<file path="src/rtl/alu_arbiter.sv">
// alu_arbiter: shares one combinational ALU between two requesters.
// Requester 0 is the execute stage, requester 1 the address/branch helper.
// The granted request drives the ALU. Its result is captured in a one-entry
// response buffer and returned with valid/ready handshaking.
// Optional feature: define ALU_ARB_ROUND_ROBIN_EN for round-robin tie
// breaking. Without it, requester 0 always wins a tie.
module alu_arbiter #(
    parameter int WORD_SIZE = 32
) (
    input  logic                 clk,
    input  logic                 rst,
    input  logic                 req0_valid,
    output logic                 req0_ready,
    input  logic [WORD_SIZE-1:0] req0_a,
    input  logic [WORD_SIZE-1:0] req0_b,
    input  logic [3:0]           req0_op,
    input  logic                 req1_valid,
    output logic                 req1_ready,
    input  logic [WORD_SIZE-1:0] req1_a,
    input  logic [WORD_SIZE-1:0] req1_b,
    input  logic [3:0]           req1_op,
    output logic                 rsp0_valid,
    input  logic                 rsp0_ready,
    output logic                 rsp1_valid,
    input  logic                 rsp1_ready,
    output logic [WORD_SIZE-1:0] rsp_result,
    output logic [WORD_SIZE-1:0] alu_a,
    output logic [WORD_SIZE-1:0] alu_b,
    output logic [3:0]           alu_op,
    input  logic [WORD_SIZE-1:0] alu_out
);

    logic                 full_q,   full_d;
    logic                 owner_q,  owner_d;
    logic [WORD_SIZE-1:0] result_q, result_d;
`ifdef ALU_ARB_ROUND_ROBIN_EN
    logic                 last_q,   last_d;
`endif

    logic grant1;
    logic any_valid;
    logic drain;
    logic can_accept;
    logic accept;

    // Arbitration, buffer drain/accept decision and ALU operand steering.
    // Only the owner's rsp_ready takes part in drain, so a non-owner's
    // rsp_ready never reaches any output.
    always_comb begin
        any_valid = req0_valid | req1_valid;
`ifdef ALU_ARB_ROUND_ROBIN_EN
        grant1 = req1_valid && (!req0_valid || !last_q);
`else
        grant1 = req1_valid && !req0_valid;
`endif
        drain      = full_q && (owner_q ? rsp1_ready : rsp0_ready);
        can_accept = !full_q || drain;
        accept     = any_valid && can_accept;
        req0_ready = req0_valid && !grant1 && can_accept;
        req1_ready = grant1 && can_accept;
        alu_a      = grant1 ? req1_a  : req0_a;
        alu_b      = grant1 ? req1_b  : req0_b;
        alu_op     = grant1 ? req1_op : req0_op;
    end

    // Next state: an accept refills the buffer (even while draining),
    // a drain alone empties it and leaves the result register untouched.
    always_comb begin
        full_d   = full_q;
        owner_d  = owner_q;
        result_d = result_q;
`ifdef ALU_ARB_ROUND_ROBIN_EN
        last_d   = last_q;
`endif
        if (accept) begin
            full_d   = 1'b1;
            owner_d  = grant1;
            result_d = alu_out;
`ifdef ALU_ARB_ROUND_ROBIN_EN
            last_d   = grant1;
`endif
        end else if (drain) begin
            full_d = 1'b0;
        end
    end

    // State registers; last resets to 1 so requester 0 wins the first tie.
    always_ff @(posedge clk or posedge rst) begin
        if (rst) begin
            full_q   <= 1'b0;
            owner_q  <= 1'b0;
            result_q <= '0;
`ifdef ALU_ARB_ROUND_ROBIN_EN
            last_q   <= 1'b1;
`endif
        end else begin
            full_q   <= full_d;
            owner_q  <= owner_d;
            result_q <= result_d;
`ifdef ALU_ARB_ROUND_ROBIN_EN
            last_q   <= last_d;
`endif
        end
    end

    // Response channels are decoded straight from the registered state.
    always_comb begin
        rsp0_valid = full_q && !owner_q;
        rsp1_valid = full_q && owner_q;
        rsp_result = result_q;
    end

endmodule

</file>
<file path="config.mk">
export PLATFORM = sky130hd
export DESIGN_NAME = alu_arbiter
export DESIGN_NICKNAME = d
export VERILOG_FILES = /design/src/rtl/alu_arbiter.sv
export SDC_FILE = /design/constraint.sdc
export NUM_CORES = 1
export LEC_CHECK = 0
export CAP_MARGIN = 10
export CORE_AREA = 2 2 109 111
export DETAILED_ROUTE_END_ITERATION = 8
export DIE_AREA = 0 0 111 113
export PLACE_DENSITY = 0.62
export SYNTH_ARGS = -nofsm -noshare
export SYNTH_HDL_FRONTEND = slang
export SYNTH_SLANG_ARGS = --single-unit
</file>
<file path="constraint.sdc">
create_clock -name clk -period 2.55 [get_ports clk]
set_input_delay 0.51 -clock clk [delete_from_list [all_inputs] [get_ports clk]]
set_output_delay 0.51 -clock clk [all_outputs]
set_load 0.1 [all_outputs]
</file>
==> results by stage <==
Outcome:
- The run finished with clean final reports.

Clock tree:
- The worst-skew pair later-pin latency is 270 ps.
- The clock-pin slew on the worst setup and hold paths is 50 ps.
- The maximum level of the CTS H-tree is 2.
- The clock root buffer is sky130_fd_sc_hd__clkbuf_16.
- The number of buffers created by CTS is 5.
- The number of hold buffers added after CTS is 0.
- The total number of clock tree sinks is 34.
- The clock tree from TritonCTS is done.
- The longest clock path from root to sink contains 2 buffers.

Critical path:
- Walking the worst path, the cells encountered are clkdlybuf4s50_1, nand2b_4, buf_4, mux2_2, buf_12.
- In this run the worst setup path begins at req0_valid.
- Of all nets on the critical path, the largest fanout is 14.
- The maximum cell stage delay along the critical path is 500 ps.
- The critical register-to-register path endpoint is rsp_result[24].
- The register-to-register setup slack is 980 ps.
- The worst endpoint data arrival time is 1990 ps.
- The depth of the worst register-to-register path is 4.
- Together, buffers and inverters on the worst path number 3.
- STA classifies the critical path startpoint as an input pin.
- The critical path ends at alu_a[29].
- The number of cells on the critical path is 5.
- The slowest stage of the critical path is the sky130_fd_sc_hd__clkdlybuf4s50_1 cell.
- The startpoint of the most critical register-to-register path is owner_q.
- STA classifies the critical path endpoint as an output port.
- The cell family with the largest share of critical-path delay is buffers and inverters.
- The type of the worst setup path is in2out.
- The required arrival time at the worst endpoint is 2040 ps.

Pwr:
- Overall power consumption after layout is estimated at 4.12 mW.
- The largest vdd supply drop is 0.544 mV.
- In this run the power density over the cells is 684 nW/um2.
- The leakage power total is 2.61 nW.

Floorplan:
- The site row count is 39.
- The floorplan die area is 12500 um2.
- Once the floorplan was initialized, standard cells occupied 20.1% of the core.
- Measured along the y axis, the die boundary spans 113 um.
- The die extent in x is 111 um.
- The number of top-level pins is 278.
- The core outline area is 11300 um2.

Placement:
- The quantity of I/O buffers inserted on ports is 277.
- Timing analysis after detailed placement gives a worst setup slack of 23.1 ps.
- The HPWL after detailed placement is 8820 um.
- Routability-driven placement finished with a final weighted congestion of 0.780.

Timing:
- At the pin with the least slew margin, the transition time is 418 ps.
- The clock skew after layout is 5.98 ps.
- Hold is met by 510 ps.
- The total count of hold-check failures in the final report is 0.
- The number of setup violations in the final report is 0.
- The max-slew violation total from the final report came to 0.
- The highest clock frequency the design can meet is 400 MHz.
- Setup slack on the critical path of the routed design comes to 48.6 ps.
- Setup repair after global routing could not meet its margin everywhere.
- The routed design could run at a clock period as short as 2500 ps.
- The headroom to the max-slew limit is 72.1%.
- In the finished design, the share of the clock period the worst path needs comes to 98.1%.
- The post-route setup TNS is 0 ps.

Yosys:
- Of the total synthesized cell area, the portion taken by XOR and XNOR cells is 0%.
- Yosys mapped the design onto 15 distinct sky130hd cell types.
- Summed over its instances, the top area cell type makes up 37.5% of the synthesized netlist area.
- By count the netlist is led by sky130_fd_sc_hd__mux2_2 (70), sky130_fd_sc_hd__dfrtp_1 (34), sky130_fd_sc_hd__mux2_4 (30), sky130_fd_sc_hd__buf_2 (7), sky130_fd_sc_hd__buf_6 (4).
- The synthesized netlist devotes 1.44% of its cell area to compound gates.
- The leading register cell type out of synthesis is sky130_fd_sc_hd__dfrtp_1.
- Summed over all instances, the cell type with the most area after synthesis is sky130_fd_sc_hd__dfrtp_1.
- Counting flops with a built-in enable in the synthesized netlist gives 0.
- When the netlist entered floorplanning its net count stood at 334.
- The synthesized area is 2270 um2.
- Summing the areas of all and, or, nand and nor instances in the mapped netlist gives 1.88% of the synthesized area.
- Counting flops with an async set or reset pin after synthesis yields a share of 100%.
- After synthesis, the cell types taking the most area are sky130_fd_sc_hd__dfrtp_1 (38%), sky130_fd_sc_hd__mux2_2 (35%), sky130_fd_sc_hd__mux2_4 (20%).
- In the synthesized netlist, mux cells make up 55.3% of the area.
- The dominant combinational cell family by area after synthesis is multiplexers.
- In this run the mean area of a mapped cell was 14.2 um2.
- The number of register bits inferred by synthesis is 34.
- Summing the areas of all fa, ha and maj instances in the mapped netlist gives 0% of the synthesized area.
- For this run, the register share of the synthesized area comes to 37.5%.
- The post-synthesis cell count is 160.
- The most repeated cell in the gate-level netlist after synthesis is sky130_fd_sc_hd__mux2_2.
- For this run, the number of Yosys warnings is 0.

GRT:
- The overall overflow remaining after global route is 0.
- The maximum number of pins on one net before global-route repair is 36.
- The via count of the first global-routing pass is 2510.
- The global-route usage over all layers is 15.3%.
- The first-pass GRT wire length is 14900 um.
- The initial antenna violation count was 0.

Final layout:
- For this run, the post-layout net count is 615.
- From synthesis to final layout, the design area changed by 166%.
- The number of antenna diodes in the final layout is 0.
- The ratio of cells with drive above 1 in the final layout is 50.8%.

Route:
- The number of vias in the routed layout is 2380.
- The first-pass iteration count of the detailed router is 4.
- Wires add up to 10200 um.
- The initial DRC count is 51.
- The detail route stage leaves a number of antenna-violating nets equal to 0.
- The average wire per cell in the routed design is 17.5 um.
- Dividing the detail-routed via count by the number of cells gives 4.08.
- The number of remaining DRC errors is 0.

Hold path:
- The worst hold path belongs to the class reg2reg.

Job:
- The number of max-capacitance violations reported is 0.
per-stage QoR:
stage	cell area (um2)	util [%]	cells
after floorplan	2270	-	160
final	6020	53.4	584
after CTS	6010	53.3	584
after global routing	6020	53.4	584
after detailed placement	5840	51.8	577
after global placement	5840	51.8	577
layout make-up:
class / instances / area (um2)
clock buffer: 6 / 139
clock inverter: 1 / 30.0
fill: 989 / 5250
inverter: 2 / 7.51
multi-input combinational: 113 / 1340
sequential: 34 / 851
tap: 143 / 179
timing repair buffer: 285 / 3470
sequential cells by signal, indices dropped and copies added (netlist names):
register    flops
rsp_result     32
owner_q         1
full_q          1
timing repair:
item                                    in CTS  in global routing
endpoints found under the setup margin       0                 54
buffers inserted                             0                  0
resized for setup                            0                  2
placed cells by master, fill, tap and decap left out:
| cell | netlist | routed |
|---|---|---|
| sky130_fd_sc_hd__mux2_4 | 30 | 31 |
| sky130_fd_sc_hd__buf_12 | 0 | 72 |
| sky130_fd_sc_hd__nand2_1 | 3 | 3 |
| sky130_fd_sc_hd__clkbuf_8 | 0 | 1 |
| sky130_fd_sc_hd__nand2b_1 | 2 | 1 |
| sky130_fd_sc_hd__and2b_2 | 1 | 1 |
| sky130_fd_sc_hd__clkbuf_16 | 0 | 5 |
| sky130_fd_sc_hd__nor2_1 | 1 | 1 |
| sky130_fd_sc_hd__a21oi_2 | 0 | 1 |
| sky130_fd_sc_hd__dfrtp_1 | 34 | 34 |
| sky130_fd_sc_hd__mux2i_2 | 1 | 1 |
| sky130_fd_sc_hd__inv_1 | 2 | 2 |
| sky130_fd_sc_hd__mux2_2 | 70 | 69 |
| sky130_fd_sc_hd__o22ai_1 | 1 | 1 |
| sky130_fd_sc_hd__a21oi_4 | 1 | 1 |
| sky130_fd_sc_hd__buf_4 | 0 | 40 |
| sky130_fd_sc_hd__a21oi_1 | 2 | 1 |
| sky130_fd_sc_hd__and2_1 | 1 | 1 |
| sky130_fd_sc_hd__bufinv_16 | 0 | 1 |
| sky130_fd_sc_hd__nand2b_4 | 0 | 1 |
| sky130_fd_sc_hd__clkdlybuf4s50_1 | 0 | 173 |
power by group:
group          internal [mW]  switching (mW)
registers              0.647          0.0669
clock network          0.481           0.203
logic                  0.956            1.76
total                   2.09            2.03
logic make-up (layout without fill, tap and decap cells):
kind of cell	count (synthesis)	count (layout)
multiplexers	101	101
buffers and inverters	13	294
AND/OR/NAND/NOR	8	8
AO/OA/AOI/OAI	4	4
flip-flops	34	34
per-layer routing:
metal / vias to the layer above / share of wire (%) / routed length [um] / global-route usage (%)
met3: 10 / 6.3 / 640 / 3.70
met2: 114 / 53 / 5440 / 27.5
met1: 1122 / 40 / 4070 / 19.1
li1: 1134 / - / - / -
met5: - / 0 / 0 / 0
met4: 0 / 0.91 / 93 / 2.25
worst min path at each step:
stage / startpoint / end / depth (start not counted)
after floorplan: owner_q / owner_q / 2
after global placement: rsp_result[23] / rsp_result[23] / 1
after detailed placement: rsp_result[3] / rsp_result[3] / 1
after CTS: rsp_result[17] / rsp_result[17] / 1
after global routing: rsp_result[13] / rsp_result[13] / 1
final: rsp_result[13] / rsp_result[13] / 1
(Power assumes the default switching activity.)
==> variant 1: new RTL, same flow settings <==
Reset style: synchronous (`rst`), changed in one clocked block.
--- a/src/rtl/alu_arbiter.sv
+++ b/src/rtl/alu_arbiter.sv
@@ -87,3 +87,3 @@
     // State registers; last resets to 1 so requester 0 wins the first tie.
-    always_ff @(posedge clk or posedge rst) begin
+    always_ff @(posedge clk) begin
         if (rst) begin
Check against the original RTL: differs if rst is asserted again (counterexample within 4 cycles, from zero or initial values and one cycle with rst high); with rst held inactive, the same outputs for 10 cycles.
==> variant 1 against the original RTL <==
  * Combinational power down 29%
  * Critical path type unchanged
  * Via count up 4.9%
  * Area after synthesis down 12%
  * Non-clock buffer count unchanged
  * Maximum frequency up 0.87%
  * Cell area down 4.8%
  * Power down 24%
  * Sequential cell count unchanged
  * Worst setup slack better by 22 ps
  * Register-to-register slack worse by 160 ps
  * Sequential power down 16%
  * Wire length up 7.0%
  * Critical path depth unchanged
  * Count of clock-buffer cells in the layout unchanged
  * Critical endpoint is now alu_a[27]
==> variant 1: results <==
export IMPL_max_slew_margin=0.5620
export IMPL_final_net_count=616
export IMPL_irDropWorstVdd_v=0.0003166
export IMPL_fin_cells=586
export IMPL_postPlaceCellArea_sq_mm=0.005524
export IMPL_ys_flop_type="dfxtp_1"
export IMPL_dp_slack_ps=34.63
export IMPL_track_usage=0.1597
export IMPL_status="finished, final reports clean"
export IMPL_finClkSkew_ps=4.985
export IMPL_synthArstFlopShare=0
export IMPL_nClkBuffers=6
export IMPL_p_sw_frac=0.4556
export IMPL_first_iter_violations=52
export IMPL_p_seq_frac=0.192
export IMPL_r2r_end="rsp_result[5]"
export IMPL_n_all_inverters=1
export IMPL_buffer_area_frac=0.6122
export IMPL_yosys_top_cells_area="mux2_2 38%, dfxtp_1 34%, a22o_2 15%"
export IMPL_synthCells=164
export IMPL_fin_hold_ws_ps=478.7
export IMPL_grt_pass1_wl_mm=15.50
export IMPL_synth_seq_area_share=0.3415
export IMPL_min_to="rsp_result[6]"
export IMPL_multi_input_area_share=0.2107
export IMPL_drive_gt1_frac=0.5079
export IMPL_grt_pass1_vias=2561
export IMPL_routabilityCongestion=0.8418
export IMPL_crit_fanout=19
export IMPL_hpwl_mm=9.285
export IMPL_multiInputGateArea_sq_mm=0.001207
export IMPL_worstRegToRegCells=4
export IMPL_hp_start="rsp_result[6]"
export IMPL_rrSetupSlack_ps=820
export IMPL_vias=2496
export IMPL_finalPower_uw=3144
export IMPL_num_multi_input_gates=115
export IMPL_synth_nets=338
export IMPL_leakage_uw=0.002380
export IMPL_dp_cells=576
export IMPL_regArea_sq_um=680.7
export IMPL_yosysTopAreaCellShare=0.3842
export IMPL_drt_wirelength_per_cell_um=18.68
export IMPL_numSequentialCells=34
export IMPL_synth_common_cells="68 x mux2_2, 34 x dfxtp_1, 30 x a22o_2"
export IMPL_ys_types=20
export IMPL_p_clk_frac=0.193
export IMPL_arrival_ps=1970
export IMPL_grt_max_degree=40
export IMPL_rr_startpoint="owner_q"
export IMPL_clock_path_buffers=2
variant 1: logic make-up after synthesis:
kind of cell / synth area share
muxes: 0.3911
AOI/OAI and AO/OA: 0.1852
DFF: 0.3415
buffers and inverters: 0.05837
and+or+nand+nor: 0.02385
variant 1: how the worst max path moves through the flow:
stage | start | to | depth (start not counted) | slack, ps
6_report | req0_valid | alu_a[27] | 5 | 70
2_1_floorplan | req0_valid | req1_ready | 5 | 110
3_3_place_gp | req0_valid | alu_a[24] | 5 | 40
4_1_cts | req0_valid | alu_b[8] | 5 | 30
3_5_place_dp | req0_valid | alu_b[8] | 5 | 30
5_1_grt | req0_valid | alu_b[15] | 5 | 10
variant 1: layer usage:
layer  up-vias  global-route usage  part of all wire
met3        14             0.05570             0.081
met1      1166              0.1717              0.39
met4         0             0.03833             0.017
li1       1178                   -                 -
met2       138              0.3002              0.52
met5         -                   0                 0
variant 1: repair_timing:
action	4_1_cts	5_1_grt
gates resized for setup	0	1
hold buffers	0	0
endpoints found under the setup margin	0	24
==> variant 2: new RTL, same settings <==
Without the edit above. Add a define of `ALU_ARB_ROUND_ROBIN_EN`.
--- a/src/rtl/alu_arbiter.sv
+++ b/src/rtl/alu_arbiter.sv
@@ -6,2 +6,4 @@
 // breaking. Without it, requester 0 always wins a tie.
+`define ALU_ARB_ROUND_ROBIN_EN
+
 module alu_arbiter #(
Check against the original RTL: not equivalent (a bounded check fails within 4 cycles, from zero or initial values and one cycle with rst high).
==> variant 2 against the original RTL <==
  * Sequential cell count grew 1
  * Register-to-register slack got worse by 80 ps
  * Count of clock-buffer cells in the layout shrank 1
  * Sequential power rose by 11%
  * Die area stayed put
  * Global-route usage rose by 2.7 points
  * Cell area grew 9.8%
  * Power is 40% higher
  * Clock skew grew 1.3 ps
  * Wire length increased by 24%
  * Area after synthesis is 2.9% higher
  * Via count increased by 9.0%
  * Worst setup slack better by 240 ps
  * Critical endpoint is now alu_b[3]
  * Largest cell class unchanged
  * Largest power group unchanged
==> variant 2: results <==
export IMPL_vias=2594
export IMPL_drive_gt1_frac=0.5184
export IMPL_synth_seq_area_share=0.3761
export IMPL_dp_slack_ps=-87.17
export IMPL_track_usage=0.1804
export IMPL_finClkSkew_ps=7.245
export IMPL_arrival_ps=1750
export IMPL_status="finished, final reports clean"
export IMPL_routabilityCongestion=0.9131
export IMPL_max_slew_margin=0.7095
export IMPL_switchingPower_uw=3005
export IMPL_yosys_top_cells_area="dfrtp_1 36%, mux2_2 34%, mux2_4 19%"
export IMPL_max_stage_delay_ps=320
export IMPL_grt_pass1_vias=2864
export IMPL_crit_fanout=8
export IMPL_min_to="last_q"
export IMPL_hpwl_mm=9.717
export IMPL_synth_common_cells="70 x mux2_2, 34 x dfrtp_1, 30 x mux2_4"
export IMPL_whs_path_depth=2
export IMPL_synth_nets=341
export IMPL_cp_slowest_cell="mux2_4"
export IMPL_finalWirelength_mm=12.68
export IMPL_worstRegToRegCells=5
export IMPL_ys_types=21
export IMPL_leakage_uw=0.003024
export IMPL_r2r_end="rsp_result[21]"
[variant 2: cell count changes after synthesis, sizes merged]
cell	before	now
a21boi	0	2
o2bb2ai	0	1
a21oi	3	5
inv	2	3
nor2b	0	1
dfstp	0	1
o22ai	1	0
nand2	3	4
nand2b	2	1
buf	11	10
and2	1	2
[variant 2: worst max path at each step]
stage / startpoint / end / slack, ps / depth (start not counted)
6_report: req0_valid / alu_b[3] / 290 / 6
3_3_place_gp: req1_valid / alu_a[29] / -40 / 5
5_1_grt: rsp0_ready / req0_ready / 180 / 5
4_1_cts: req1_valid / alu_b[10] / -60 / 6
3_5_place_dp: req0_valid / alu_op[2] / -90 / 5
2_1_floorplan: req1_valid / alu_b[25] / 410 / 4
[variant 2: area by class of cell]
type | count | area share
inverter | 3 | 0.001703
tap | 143 | 0.02705
clock inverter | 3 | 0.006621
multi-input combinational | 119 | 0.2457
timing repair buffer | 298 | 0.5673
clock buffer | 5 | 0.01892
sequential | 35 | 0.1326
[variant 2: stage by stage]
| step | cells | utilization | hold slack [ps] |
|---|---|---|---|
| floorplan | 167 | - | 461.5 |
| global placement | 585 | 0.5265 | 492.1 |
| detailed placement | 585 | 0.5265 | 493.4 |
| CTS | 597 | 0.5476 | 505.5 |
| global route | 606 | 0.5867 | 524.1 |
| finish | 606 | 0.5867 | 500.5 |
[variant 2: repair_timing]
| action | 4_1_cts | 5_1_grt |
|---|---|---|
| buffers inserted | 3 | 0 |
| pin swaps | 1 | 1 |
| gates cloned | 1 | 9 |
| endpoints found under the setup margin | 65 | 66 |
| gates resized for setup | 6 | 69 |
[variant 2: routing by layer]
layer	share of wire	global-route usage
met1	0.40	0.2080
met2	0.50	0.3153
met3	0.095	0.07659
met4	0.011	0.03583
met5	0	0
[variant 2: worst register-to-register path, cell delays in order (launching register included)]
cell     delay [ps]
dfrtp_1         410
mux2i_2         170
buf_4           160
a21oi_4         160
buf_12          250
mux2_2          390
[variant 2: kinds of logic (layout without fill, tap and decap cells)]
logic type	count (synthesis)	in the layout	share of synthesized area
muxes	101	101	0.5370
DFF	35	35	0.3761
buffers and inverters	13	309	0.03648
and+or+nand+nor	10	10	0.02307
AOI/OAI and AO/OA	8	8	0.02736
[variant 2: power groups by stage]
stage / registers, uW / clock network, uW / logic (uW)
after floorplan: 1730 / 0 / 1780
after global placement: 792 / 0 / 3990
after CTS: 792 / 700 / 4060
after global routing: 812 / 726 / 4390
final: 790 / 677 / 4280
after detailed placement: 798 / 0 / 4000
